--- src/rtl/mem_arbiter.sv ---
// Byte-serial external memory/IO port shared by the icache (word fetches) and the
// load/store buffer. One transaction in flight; round-robin between the two on a tie.
module mem_arbiter #(
  parameter int         ADDR_W    = 32,
  parameter logic [1:0] IO_PREFIX = 2'b11
) (
  input  logic              clk_in,
  input  logic              rst_in,
  input  logic              rdy_in,
  input  logic              clear_all,
  input  logic              io_buffer_full,
  input  logic [7:0]        mem_din,
  output logic [7:0]        mem_dout,
  output logic [ADDR_W-1:0] mem_a,
  output logic              mem_wr,
  input  logic              icache_req,
  input  logic [ADDR_W-1:0] icache_addr,
  output logic              icache_grant,
  output logic              icache_done,
  input  logic              lsb_req,
  input  logic              lsb_wr,
  input  logic [2:0]        lsb_width,
  input  logic [ADDR_W-1:0] lsb_addr,
  input  logic [31:0]       lsb_wdata,
  output logic              lsb_grant,
  output logic              lsb_done,
  output logic [31:0]       rdata
);

  typedef enum logic [1:0] {S_IDLE, S_RD, S_RWAIT, S_WR} state_e;

  typedef struct packed {
    logic            is_lsb;
    logic [2:0]      width;
    logic [3:0][7:0] wdata;
  } req_t;

  state_e              state_q, state_d;
  req_t                req_q, req_d;
  logic                last_lsb_q, last_lsb_d;
  logic [1:0]          idx_q, idx_d;
  logic [1:0]          last_q, last_d;
  logic                cap_en_q, cap_en_d;
  logic [1:0]          cap_idx_q, cap_idx_d;
  logic [3:0][7:0]     buf_q, buf_d;
  logic [ADDR_W-1:0]   mem_a_q, mem_a_d;
  logic [7:0]          mem_dout_q, mem_dout_d;
  logic                wr_q, wr_d;
  logic                ic_grant_q, ic_grant_d, lsb_grant_q, lsb_grant_d;
  logic                ic_done_q, ic_done_d, lsb_done_q, lsb_done_d;
  logic [31:0]         rdata_q, rdata_d;

  logic lsb_elig, pick_lsb, accept;

  function automatic logic [1:0] last_of(input logic is_lsb, input logic [2:0] w);
    if (!is_lsb) return 2'd3;
    case (w)
      3'b010:         return 2'd3;
      3'b001, 3'b101: return 2'd1;
      default:        return 2'd0;
    endcase
  endfunction

  function automatic logic [31:0] extend(input logic is_lsb, input logic [2:0] w,
                                         input logic [3:0][7:0] b);
    logic [31:0] r;
    r = b;
    if (is_lsb) begin
      case (w)
        3'b000:  r = {{24{b[0][7]}}, b[0]};
        3'b001:  r = {{16{b[1][7]}}, b[1], b[0]};
        3'b100:  r = {24'h0, b[0]};
        3'b101:  r = {16'h0, b[1], b[0]};
        default: r = b;
      endcase
    end
    return r;
  endfunction

  // IO stores wait out a full UART buffer; loads and icache fetches are never blocked.
  assign lsb_elig = lsb_req &&
                    !(lsb_wr && (lsb_addr[17:16] == IO_PREFIX) && io_buffer_full);
  assign pick_lsb = lsb_elig && (!icache_req || !last_lsb_q);
  assign accept   = (state_q == S_IDLE) && !clear_all && (icache_req || lsb_elig);

  always_comb begin
    state_d     = state_q;
    req_d       = req_q;
    last_lsb_d  = last_lsb_q;
    idx_d       = idx_q;
    last_d      = last_q;
    cap_en_d    = 1'b0;
    cap_idx_d   = cap_idx_q;
    buf_d       = buf_q;
    mem_a_d     = mem_a_q;
    mem_dout_d  = mem_dout_q;
    wr_d        = wr_q;
    ic_grant_d  = 1'b0;
    lsb_grant_d = 1'b0;
    ic_done_d   = 1'b0;
    lsb_done_d  = 1'b0;
    rdata_d     = rdata_q;

    // Byte issued last cycle is on mem_din now.
    if (cap_en_q) buf_d[cap_idx_q] = mem_din;

    case (state_q)
      S_IDLE: begin
        if (accept) begin
          last_lsb_d   = pick_lsb;
          req_d.is_lsb = pick_lsb;
          req_d.width  = pick_lsb ? lsb_width : 3'b010;
          req_d.wdata  = lsb_wdata;
          idx_d        = 2'd0;
          last_d       = last_of(pick_lsb, lsb_width);
          mem_a_d      = pick_lsb ? lsb_addr : icache_addr;
          ic_grant_d   = !pick_lsb;
          lsb_grant_d  = pick_lsb;
          if (pick_lsb && lsb_wr) begin
            state_d    = S_WR;
            wr_d       = 1'b1;
            mem_dout_d = lsb_wdata[7:0];
          end else begin
            state_d    = S_RD;
          end
        end
      end
      S_RD: begin
        if (clear_all) begin
          state_d = S_IDLE;
        end else begin
          cap_en_d  = 1'b1;
          cap_idx_d = idx_q;
          if (idx_q == last_q) begin
            state_d = S_RWAIT;
          end else begin
            idx_d   = idx_q + 2'd1;
            mem_a_d = mem_a_q + ADDR_W'(1);
          end
        end
      end
      S_RWAIT: begin
        state_d = S_IDLE;
        if (!clear_all) begin
          rdata_d = extend(req_q.is_lsb, req_q.width, buf_d);
          if (req_q.is_lsb) lsb_done_d = 1'b1;
          else              ic_done_d  = 1'b1;
        end
      end
      S_WR: begin
        // A committed store always completes, flush or not.
        if (idx_q == last_q) begin
          state_d    = S_IDLE;
          wr_d       = 1'b0;
          lsb_done_d = 1'b1;
        end else begin
          idx_d      = idx_q + 2'd1;
          mem_a_d    = mem_a_q + ADDR_W'(1);
          mem_dout_d = req_q.wdata[idx_q + 2'd1];
        end
      end
      default: state_d = S_IDLE;
    endcase
  end

  always_ff @(posedge clk_in) begin
    if (rst_in) begin
      state_q     <= S_IDLE;
      req_q       <= '0;
      last_lsb_q  <= 1'b0;
      idx_q       <= 2'd0;
      last_q      <= 2'd0;
      cap_en_q    <= 1'b0;
      cap_idx_q   <= 2'd0;
      buf_q       <= '0;
      mem_a_q     <= '0;
      mem_dout_q  <= 8'h0;
      wr_q        <= 1'b0;
      ic_grant_q  <= 1'b0;
      lsb_grant_q <= 1'b0;
      ic_done_q   <= 1'b0;
      lsb_done_q  <= 1'b0;
      rdata_q     <= 32'h0;
    end else if (rdy_in) begin
      state_q     <= state_d;
      req_q       <= req_d;
      last_lsb_q  <= last_lsb_d;
      idx_q       <= idx_d;
      last_q      <= last_d;
      cap_en_q    <= cap_en_d;
      cap_idx_q   <= cap_idx_d;
      buf_q       <= buf_d;
      mem_a_q     <= mem_a_d;
      mem_dout_q  <= mem_dout_d;
      wr_q        <= wr_d;
      ic_grant_q  <= ic_grant_d;
      lsb_grant_q <= lsb_grant_d;
      ic_done_q   <= ic_done_d;
      lsb_done_q  <= lsb_done_d;
      rdata_q     <= rdata_d;
    end
  end

  // Gating with rdy_in keeps a frozen write cycle from hitting memory twice.
  assign mem_wr       = wr_q & rdy_in;
  assign mem_a        = mem_a_q;
  assign mem_dout     = mem_dout_q;
  assign icache_grant = ic_grant_q;
  assign lsb_grant    = lsb_grant_q;
  assign icache_done  = ic_done_q;
  assign lsb_done     = lsb_done_q;
  assign rdata        = rdata_q;

endmodule
--- config.mk ---
export PLATFORM = sky130hd
export DESIGN_NAME = mem_arbiter
export DESIGN_NICKNAME = d
export VERILOG_FILES = /design/src/rtl/mem_arbiter.sv
export SDC_FILE = /design/constraint.sdc
export NUM_CORES = 1
export LEC_CHECK = 0
export CAP_MARGIN = 15
export CORE_UTILIZATION = 42
export DETAILED_ROUTE_END_ITERATION = 7
export PLACE_DENSITY = 0.69
export SETUP_SLACK_MARGIN = 0.05
export SLEW_MARGIN = 30
export SYNTH_ARGS = -nofsm -noshare
export SYNTH_HDL_FRONTEND = slang
export SYNTH_SLANG_ARGS = --single-unit
export TNS_END_PERCENT = 1
--- constraint.sdc ---
create_clock -name clk_in -period 2.3 [get_ports clk_in]
set_input_delay 0.46 -clock clk_in [delete_from_list [all_inputs] [get_ports clk_in]]
set_output_delay 0.46 -clock clk_in [all_outputs]
set_load 0.01 [all_outputs]
==> impl_metrics.toml, run 1 <==
[outcome]
status = "complete, no violations"

[routing]
wl_per_cell_um = 16.9
drt_drc_violations_left = 0
drt-pass1-iter-count = 5
wl_mm = 22.5
num_vias = 7414
drt_iter0_markers = 596
ant_nets = 0
vias_per_cell = 5.58

[synth]
synth_edf_count = 0
seq_area_frac_synth_pct = 41.0
syn-num-nets = 1015
yosysUniqueCellTypes = 64
synth-seq-cells = 154
synth-main-ff-cell = "dfxtp_1"
mappedNetlistArea_mm2 = 0.00751
synth_cells = 899
postSynth.asyncResetShare_pct = 0
syn_area_per_cell_um2 = 8.36
yosys_warnings = 0

[clock_network]
htree_levels = 4
clk_transition_reported_paths_ns = 0.06
clk_latency_ns = 0.42
cts_root_buf = "clkbuf_16"
cts_setup_buffers = 0
cts_made_buffers = 17
numClockSinks = 154
cts.repair.resized = 0
cts_tree = "yes"
clock_path_buffers = 2
hold_buffers = 0

[job]
drv_cap = 0

[global_route]
grt_pass1_wl_mm = 35.6
overflow = 0
grt_pass1_vias = 6908
grt_max_degree = 109
grt_usage_pct = 24.7
antenna_found_initial = 0

[sta]
period_share_pct = 92.1
slew_headroom_pct = 61.7
setup-tns-final_ns = 0
tightest_slew_ns = 0.574
rsz0062_at_grt = "false"
skew_ns = 0.00593
min_period_ns = 2.12
finalSetupViolCount = 0
whs_ns = 0.449
hold_viol_final = 0
max_freq_mhz = 472
slew_viol_final = 0

[worst_hold_path]
hold_class = "in2reg"
whs_path_depth = 2

[power_and_ir_drop]
peakVddDrop_v = 0.000575
clkPwrFrac_pct = 40.9
power.density_mw_per_mm2 = 631
netSwitchingPower_uw = 1700
power_frac_comb_pct = 15.4
seqPwrFrac_pct = 43.6
p_leak_uw = 0.00384
swShare_pct = 25.7
p_int_uw = 4910

[critical_path]
worstPathMaxFanout = 6
cpPeakStageDelay_ns = 0.45
critPathSlowestCell = "dfxtp_1"
cp-start-kind = "flip-flop"
critPathCaptureType = "flip-flop"
cp_top_family = "simple AND/OR/NAND/NOR gates"
cpMostUsedCell = "nand4_1"
cp_num_buf_inv = 1
r2r_cells = 7
cp.depth = 7
worst-setup-path-type = "reg2reg"
arrival_ns = 2.48
path_cells = "ha_1 -> nand4_1 -> buf_4 -> nor3_2 -> nand4_1 -> o32ai_1 -> a32o_1"
required_ns = 2.66

[finish]
antenna_cells = 0
nets = 1208
drive_gt1_share_pct = 11.2
area_delta_synth_final_pct = 39.5
fin_area_mm2 = 0.0105
fill_cells = 1552

[placed_design]
hpwlAfterDp_mm = 15.7
dpl_cell_area_mm2 = 0.00992
gp_congestion = 0.855
placement.io_buffers = 191

[die]
design.die.area_mm2 = 0.0184
die_width_um = 136
row_count = 48
core_area_mm2 = 0.0174
die_y_um = 136
ios = 192
start_util_pct = 43.3
-- synth_stat cells (2+ instances only) --
cell type	count	area (µm²)
nand4_1	11	68.8
o22ai_1	7	43.8
buf_2	12	60.1
nand3b_1	3	22.5
clkbuf_1	48	180
nor2_1	74	278
xor2_2	2	32.5
a211oi_1	42	315
nor3b_1	17	128
buf_6	2	22.5
nor3_1	12	60.1
or3_1	5	31.3
or4_1	5	37.5
a32o_1	9	90.1
mux2i_1	52	521
dfxtp_1	154	3080
and3_1	4	25.0
o211ai_1	2	15.0
buf_1	9	33.8
o21a_1	2	15.0
o221a_2	3	33.8
and4_1	2	17.5
o21ai_0	43	215
nand2b_1	7	43.8
inv_1	13	48.8
a21oi_1	109	546
o22a_1	5	43.8
nor4_1	6	37.5
o32ai_1	9	78.8
mux4_2	8	180
or4_4	2	22.5
a31oi_1	3	18.8
o211a_1	8	80.1
and2_1	4	25.0
nand3_1	29	145
or2_2	2	12.5
a311oi_1	10	87.6
o2bb2ai_1	2	17.5
mux2_2	8	90.1
clkinv_1	2	7.51
nand4_2	2	25.0
nand2_1	128	480
-- worst paths after layout --
| path | start | slack [ns] | end |
|---|---|---|---|
| worst max-delay path | mem_a[0] | 0.18 | mem_a[24] |
| worst min register to register | req_q[10] | 0.45 | req_q[10] |
| worst max register to register | mem_a[0] | 0.18 | mem_a[24] |
| worst min-delay path | rst_in | 0.45 | idx_q[0] |
-- sequential cells by signal (all words and copies together) (netlist names) --
| register | count |
|---|---|
| wr_q | 1 |
| lsb_grant | 1 |
| cap_en_q | 1 |
| idx_q | 2 |
| buf_q | 32 |
| mem_a | 32 |
| mem_dout | 8 |
| lsb_done | 1 |
| icache_grant | 1 |
| rdata | 32 |
| last_q | 2 |
| state_q | 2 |
| icache_done | 1 |
| cap_idx_q | 2 |
| req_q | 35 |
| last_lsb_q | 1 |
-- per-stage QoR --
| stage | total power [µW] | worst slack (ns) | instances | util, % |
|---|---|---|---|---|
| floorplan | 3420 | 0.264 | 899 | - |
| global placement | 3940 | -0.136 | 1298 | 57.2 |
| detailed placement | 3960 | -0.178 | 1298 | 57.2 |
| CTS | 6650 | 0.193 | 1329 | 60.4 |
| global route | 6870 | 0.0681 | 1329 | 60.4 |
| finish | 6610 | 0.182 | 1329 | 60.4 |
-- per-layer routing --
layer  vias up  wire length, µm  GRT usage (%)
met2       261            10200           40.1
met3        32             1660           5.99
met1      3454            10200           32.5
met5         -                0              0
met4         0              346           6.62
li1       3667                -              -
-- logic make-up (layout without fill, tap and decap cells) --
family,count (synthesis),in the layout,share of synthesized area (%)
AO/OA/AOI/OAI,269,269,23.2
XOR/XNOR,2,2,0.433
adder cells (fa/ha/maj),1,1,0.166
buffers and inverters,88,293,4.86
flip-flops,154,154,41.0
multiplexers,68,68,10.5
AND/OR/NAND/NOR,317,317,19.8
-- area by class of cell --
class,instances,area [µm²],share of cell area (%)
sequential,154,3080,29.4
timing repair buffer,247,2420,23.1
clock inverter,12,125,1.19
tap,225,282,2.69
clock buffer,19,433,4.13
inverter,15,56.3,0.537
multi-input combinational,657,4080,38.9
-- placed cells by master (no fill, tap or decap), drive strengths merged, types with 4 or more instances in the layout --
master         count
a211oi            43
a21oi            109
a311oi            10
a32o               9
and2               4
and3               4
buf               58
clkbuf            19
clkdlybuf4s50    189
clkinv             7
dfxtp            154
inv               15
mux2               8
mux2i             52
mux4               8
nand2            128
nand2b             7
nand3             29
nand4             13
nor2              74
nor3              13
nor3b             17
nor4               6
o211a              8
o21ai             44
o22a               5
o22ai              7
o32ai              9
or3                6
or4                7
-- power groups by stage --
stage	combinational, µW	clock (µW)	sequential, µW
2_1_floorplan	478	0	2940
3_3_place_gp	1010	0	2940
3_5_place_dp	1010	0	2940
4_1_cts	1020	2750	2880
5_1_grt	1110	2870	2900
6_report	1020	2710	2880
(Power assumes the default switching activity.)
==> run 2, diff against run 1 <==
RECOVER_POWER = 100   (was not set)
SLEW_MARGIN = 20   (was 30)
==> run 2 against run 1 <==
  * Final cell count stayed put
  * Die area stayed put
  * Sequential power hardly changed
  * Design area is 0.85% lower
  * First-iteration DRC count is 14% higher
  * Clock-buffer cell count stayed put
  * Global-route usage stayed put
  * Utilization is 0.51 points lower
  * Total power is 0.62% lower
  * Hold slack better by 0.0013 ns
  * Combinational power is 4% lower
  * Largest cell class unchanged
==> impl_metrics.toml, run 2 (synthesis results as in run 1) <==
[routing]
num_vias = 7402
wl_mm = 22.5
vias_per_cell = 5.57
drt_iter0_markers = 677
drt-pass1-iter-count = 6
ant_nets = 0
drt_drc_violations_left = 0
wl_per_cell_um = 17.0

[sta]
tightest_slew_ns = 1.01
min_period_ns = 2.16
hold_viol_final = 0
setup-tns-final_ns = 0
rsz0062_at_grt = "false"
period_share_pct = 93.8
layout_setup_ws_ns = 0.143
slew_viol_final = 0
max_freq_mhz = 464
skew_ns = 0.00510
finalSetupViolCount = 0
slew_headroom_pct = 32.6

[finish]
fill_cells = 1575
layout_common_cells = "153 x dfxtp_1, 128 x nand2_1, 111 x clkdlybuf4s50_1"
area_delta_synth_final_pct = 38.3
final_cell_count_no_fill = 1329
utilization_pct = 59.9
antenna_cells = 0
layout_commonest_cell = "dfxtp_1"
largest_register_ffs = 35
nets = 1208
top_register = "req_q"
drive_gt1_share_pct = 9.78

[placed_design]
gp_congestion = 0.855
hpwlAfterDp_mm = 15.7
dp.cells = 1298
placement.io_buffers = 191
dp_slack_ns = -0.178

[die]
ios = 192
die_width_um = 136
row_count = 48
core_area_mm2 = 0.0174
design.die.area_mm2 = 0.0184
die_y_um = 136
start_util_pct = 43.3

[critical_path]
r2r-end = "mem_a[24]"
reg2reg_from = "mem_a[0]"
worst-setup-path-type = "in2reg"
critPathCaptureType = "flip-flop"
arrival_ns = 2.44
startpoint = "lsb_addr[17]"
cp-endpoint = "mem_a[1]"
required_ns = 2.58
rrSetupSlack_ns = 0.14
cp-start-kind = "input pin"
r2r_cells = 7
worstPathMaxFanout = 6

[clock_network]
cts_tree = "yes"
htree_levels = 4
clk_latency_ns = 0.42
cts_made_buffers = 17
clock_path_buffers = 2
numClockSinks = 154
hold_buffers = 0
clk_transition_reported_paths_ns = 0.06
cts_root_buf = "clkbuf_16"
cts_setup_buffers = 0
cts.repair.resized = 0

[global_route]
grt_usage_pct = 24.7
grt_pass1_vias = 6908
antenna_found_initial = 0
grt_max_degree = 109
grt_pass1_wl_mm = 35.6
overflow = 0

[power_and_ir_drop]
p_leak_uw = 0.00404
power.density_mw_per_mm2 = 632
p_total_uw = 6570
peakVddDrop_v = 0.000566

[worst_hold_path]
hold_class = "reg2reg"

[outcome]
status = "complete, no violations"

[job]
drv_cap = 0
## run 2: area by class of cell
class                           instances  area, µm²  share of cell area (%)
Multi-Input combinational cell        657       4040                    38.9
Sequential cell                       154       3080                    29.7
Timing Repair Buffer                  247       2370                    22.8
Clock buffer                           19        433                    4.17
Tap cell                              225        282                    2.71
Clock inverter                         12        125                    1.20
Inverter                               15       56.3                   0.542
## run 2: stage by stage
step | hold slack, ns | cell area (µm²)
2_1_floorplan | 0.433 | 7510
3_3_place_gp | 0.439 | 9920
3_5_place_dp | 0.447 | 9920
4_1_cts | 0.434 | 10500
5_1_grt | 0.453 | 10400
6_report | 0.451 | 10400
## run 2: per-layer routing
layer  track usage [%]  share of wire (%)
met1              32.5                 46
met4              6.62                1.5
met3              5.99                7.1
met5                 0                  0
met2              40.1                 46
## run 2: worst max-delay path, stage by stage
cell	delay (ns)
clkdlybuf4s50_1	0.50
nand4_1	0.25
a21oi_1	0.26
clkbuf_1	0.17
o21ai_1	0.17
nand2_1	0.13
clkbuf_1	0.34
o21ai_0	0.16
## run 2: where the power goes
| part | total (µW) | internal, µW | leakage (µW) | switching, µW |
|---|---|---|---|---|
| clock network | 2710 | 1590 | 0.000269 | 1120 |
| logic | 984 | 503 | 0.00252 | 481 |
| registers | 2880 | 2790 | 0.00125 | 93.7 |
| total | 6570 | 4880 | 0.00404 | 1690 |
## run 2: how the worst min path moves through the flow
stage / start / slack [ns] / to / cells after the start
after detailed placement: buf_q[2] / 0.45 / buf_q[2] / 2
final: req_q[10] / 0.45 / req_q[10] / 2
after global routing: rst_in / 0.45 / req_q[8] / 2
after CTS: rst_in / 0.43 / req_q[13] / 2
after floorplan: req_q[17] / 0.43 / req_q[17] / 2
after global placement: req_q[6] / 0.44 / req_q[6] / 2
==> run 3, diff against run 2 <==
CORE_UTILIZATION = 25   (was 42)
CTS_CLUSTER_SIZE = 20   (was not set)
PLACE_DENSITY = 0.45   (was 0.69)
REMOVE_ABC_BUFFERS = 1   (was not set)
==> run 3 against run 2 <==
  * First-iteration DRC count fell by 14%
  * Largest cell class unchanged
  * Sequential cell count did not move
  * Sequential share of layout area fell by 1.2 points
  * Clock-buffer cell count fell by 2
  * Critical path depth fell by 4
  * Utilization fell by 23 points
  * Via count rose by 0.14%
  * Global-route usage fell by 8.1 points
  * Fmax fell by 2.1%
  * Non-clock buffer count rose by 17
  * Hold slack improved by 0.0017 ns
  * Worst setup slack got worse by 0.046 ns
==> impl_metrics.toml, run 3 (synthesis results as in run 1) <==
[outcome]
status = "complete, no violations"

[routing]
wl_met3_mm = 1.71
wl_met1_mm = 11.8
wl_met2_mm = 11.6
drt_drc_violations_left = 0
drt-pass1-iter-count = 5
ant_nets = 0
vias_per_cell = 4.90
drt_iter0_markers = 579
top_layer_used = "met4"
wl_mm = 25.4
wl_per_cell_um = 16.8
num_vias = 7412

[sta]
period_share_pct = 95.8
slew_headroom_pct = 34.4
min_period_ns = 2.20
max_freq_mhz = 454
tightest_slew_ns = 0.985
rsz0062_at_grt = "true"
hold_viol_final = 0
slew_viol_final = 0
finalSetupViolCount = 0
skew_ns = 0.0141

[clock_network]
htree_levels = 4
cts_tree = "yes"
clk_transition_reported_paths_ns = 0.06
numClockSinks = 154
cts_root_buf = "clkbuf_16"
clk_latency_ns = 0.43
clock_path_buffers = 2
cts_made_buffers = 17
hold_buffers = 0

[finish]
largest_register_ffs = 35
fill_cells = 3140
antenna_cells = 0
nets = 1225
fin_area_mm2 = 0.0108
utilization_pct = 36.6
top_register = "req_q"
layout_common_cells = "154 x dfxtp_1, 127 x nand2_1, 113 x clkdlybuf4s50_1"
drive_gt1_share_pct = 11.9
layout_commonest_cell = "dfxtp_1"
area_delta_synth_final_pct = 44.2

[critical_path]
cpPeakStageDelay_ns = 0.55
startpoint = "rdy_in"
critPathCaptureType = "output pin"
reg2reg_from = "mem_a[0]"
worstPathMaxFanout = 5
arrival_ns = 1.74
cpMostUsedCell = "clkbuf_1"
worst-setup-path-type = "in2out"
path_cells = "clkbuf_1 -> clkbuf_1 -> and2_1 -> clkdlybuf4s50_1"
required_ns = 1.84
cp_top_family = "buffers and inverters"
critPathSlowestCell = "clkdlybuf4s50_1"
cp_num_buf_inv = 3
cp-start-kind = "input pin"
rrSetupSlack_ns = 0.17

[die]
design.die.area_mm2 = 0.0308
row_count = 63
die_width_um = 175
ios = 192
start_util_pct = 25.4
die_y_um = 175
core_area_mm2 = 0.0296

[power_and_ir_drop]
power.density_mw_per_mm2 = 634
p_leak_uw = 0.00419
peakVddDrop_v = 0.000428

[placed_design]
dpl_cell_area_mm2 = 0.0103
hpwlAfterDp_mm = 18.2
gp_congestion = 0.788
placement.io_buffers = 191

[global_route]
grt_max_degree = 107
grt_pass1_vias = 7114
antenna_found_initial = 0
grt_usage_pct = 16.6
grt_pass1_wl_mm = 40.0
overflow = 0

[worst_hold_path]
hp-start = "req_q[7]"
hold_class = "reg2reg"

[job]
drv_cap = 0
[run 3: cell types whose count changed in the layout (fill, tap and decap cells not counted), sizes merged]
cell,before,now
buf,44,63
inv,15,20
clkbuf,33,29
clkdlybuf4s50,111,113
clkinvlp,3,1
dlygate4sd3,78,76
[run 3: final cells by class]
class	count	area [µm²]	share of cell area, %
clock inverter	15	183	1.69
multi-input combinational	657	4070	37.6
inverter	15	56.3	0.520
tap	390	488	4.50
timing repair buffer	264	2530	23.3
clock buffer	17	425	3.93
sequential	154	3080	28.4
[run 3: path summary, 6_finish.rpt]
check,to,cells after the start
max,mem_wr,4
max reg2reg,mem_a[25],6
min reg2reg,req_q[7],2
min,req_q[7],2
[run 3: through the flow]
step / power [µW] / hold slack, ns / cells / setup WS, ns / setup TNS (ns)
finish: 6870 / 0.452 / 1512 / 0.0974 / 0
global route: 7200 / 0.474 / 1512 / 0.0260 / 0
CTS: 7010 / 0.453 / 1512 / 0.0599 / 0
detailed placement: 4020 / 0.443 / 1480 / -0.382 / -6.46
global placement: 4020 / 0.442 / 1480 / -0.332 / -6.73
floorplan: 3360 / 0.427 / 826 / -1.90 / -128.36
[run 3: tightest hold or removal path, stage by stage (launching register included)]
cell	delay, ns
dfxtp_1	0.31
nand2_1	0.05
a21oi_1	0.05
[run 3: layer usage]
layer,vias to the layer above,GRT usage (%)
li1,3706,-
met1,3486,22.2
met2,204,26.6
met3,16,4.13
met4,0,4.06
met5,-,0
[run 3: timing repair]
item / in CTS / in global routing
hold endpoints to repair: 0 / 0
resized for setup: 0 / 3
setup endpoints to repair: 0 / 22
buffers inserted: 0 / 0
[run 3: power by group]
part           switching (µW)  leakage [µW]  internal (µW)
clock network            1300      0.000299           1650
logic                     508       0.00264            539
registers                86.6       0.00125           2780
total                    1900       0.00419           4970
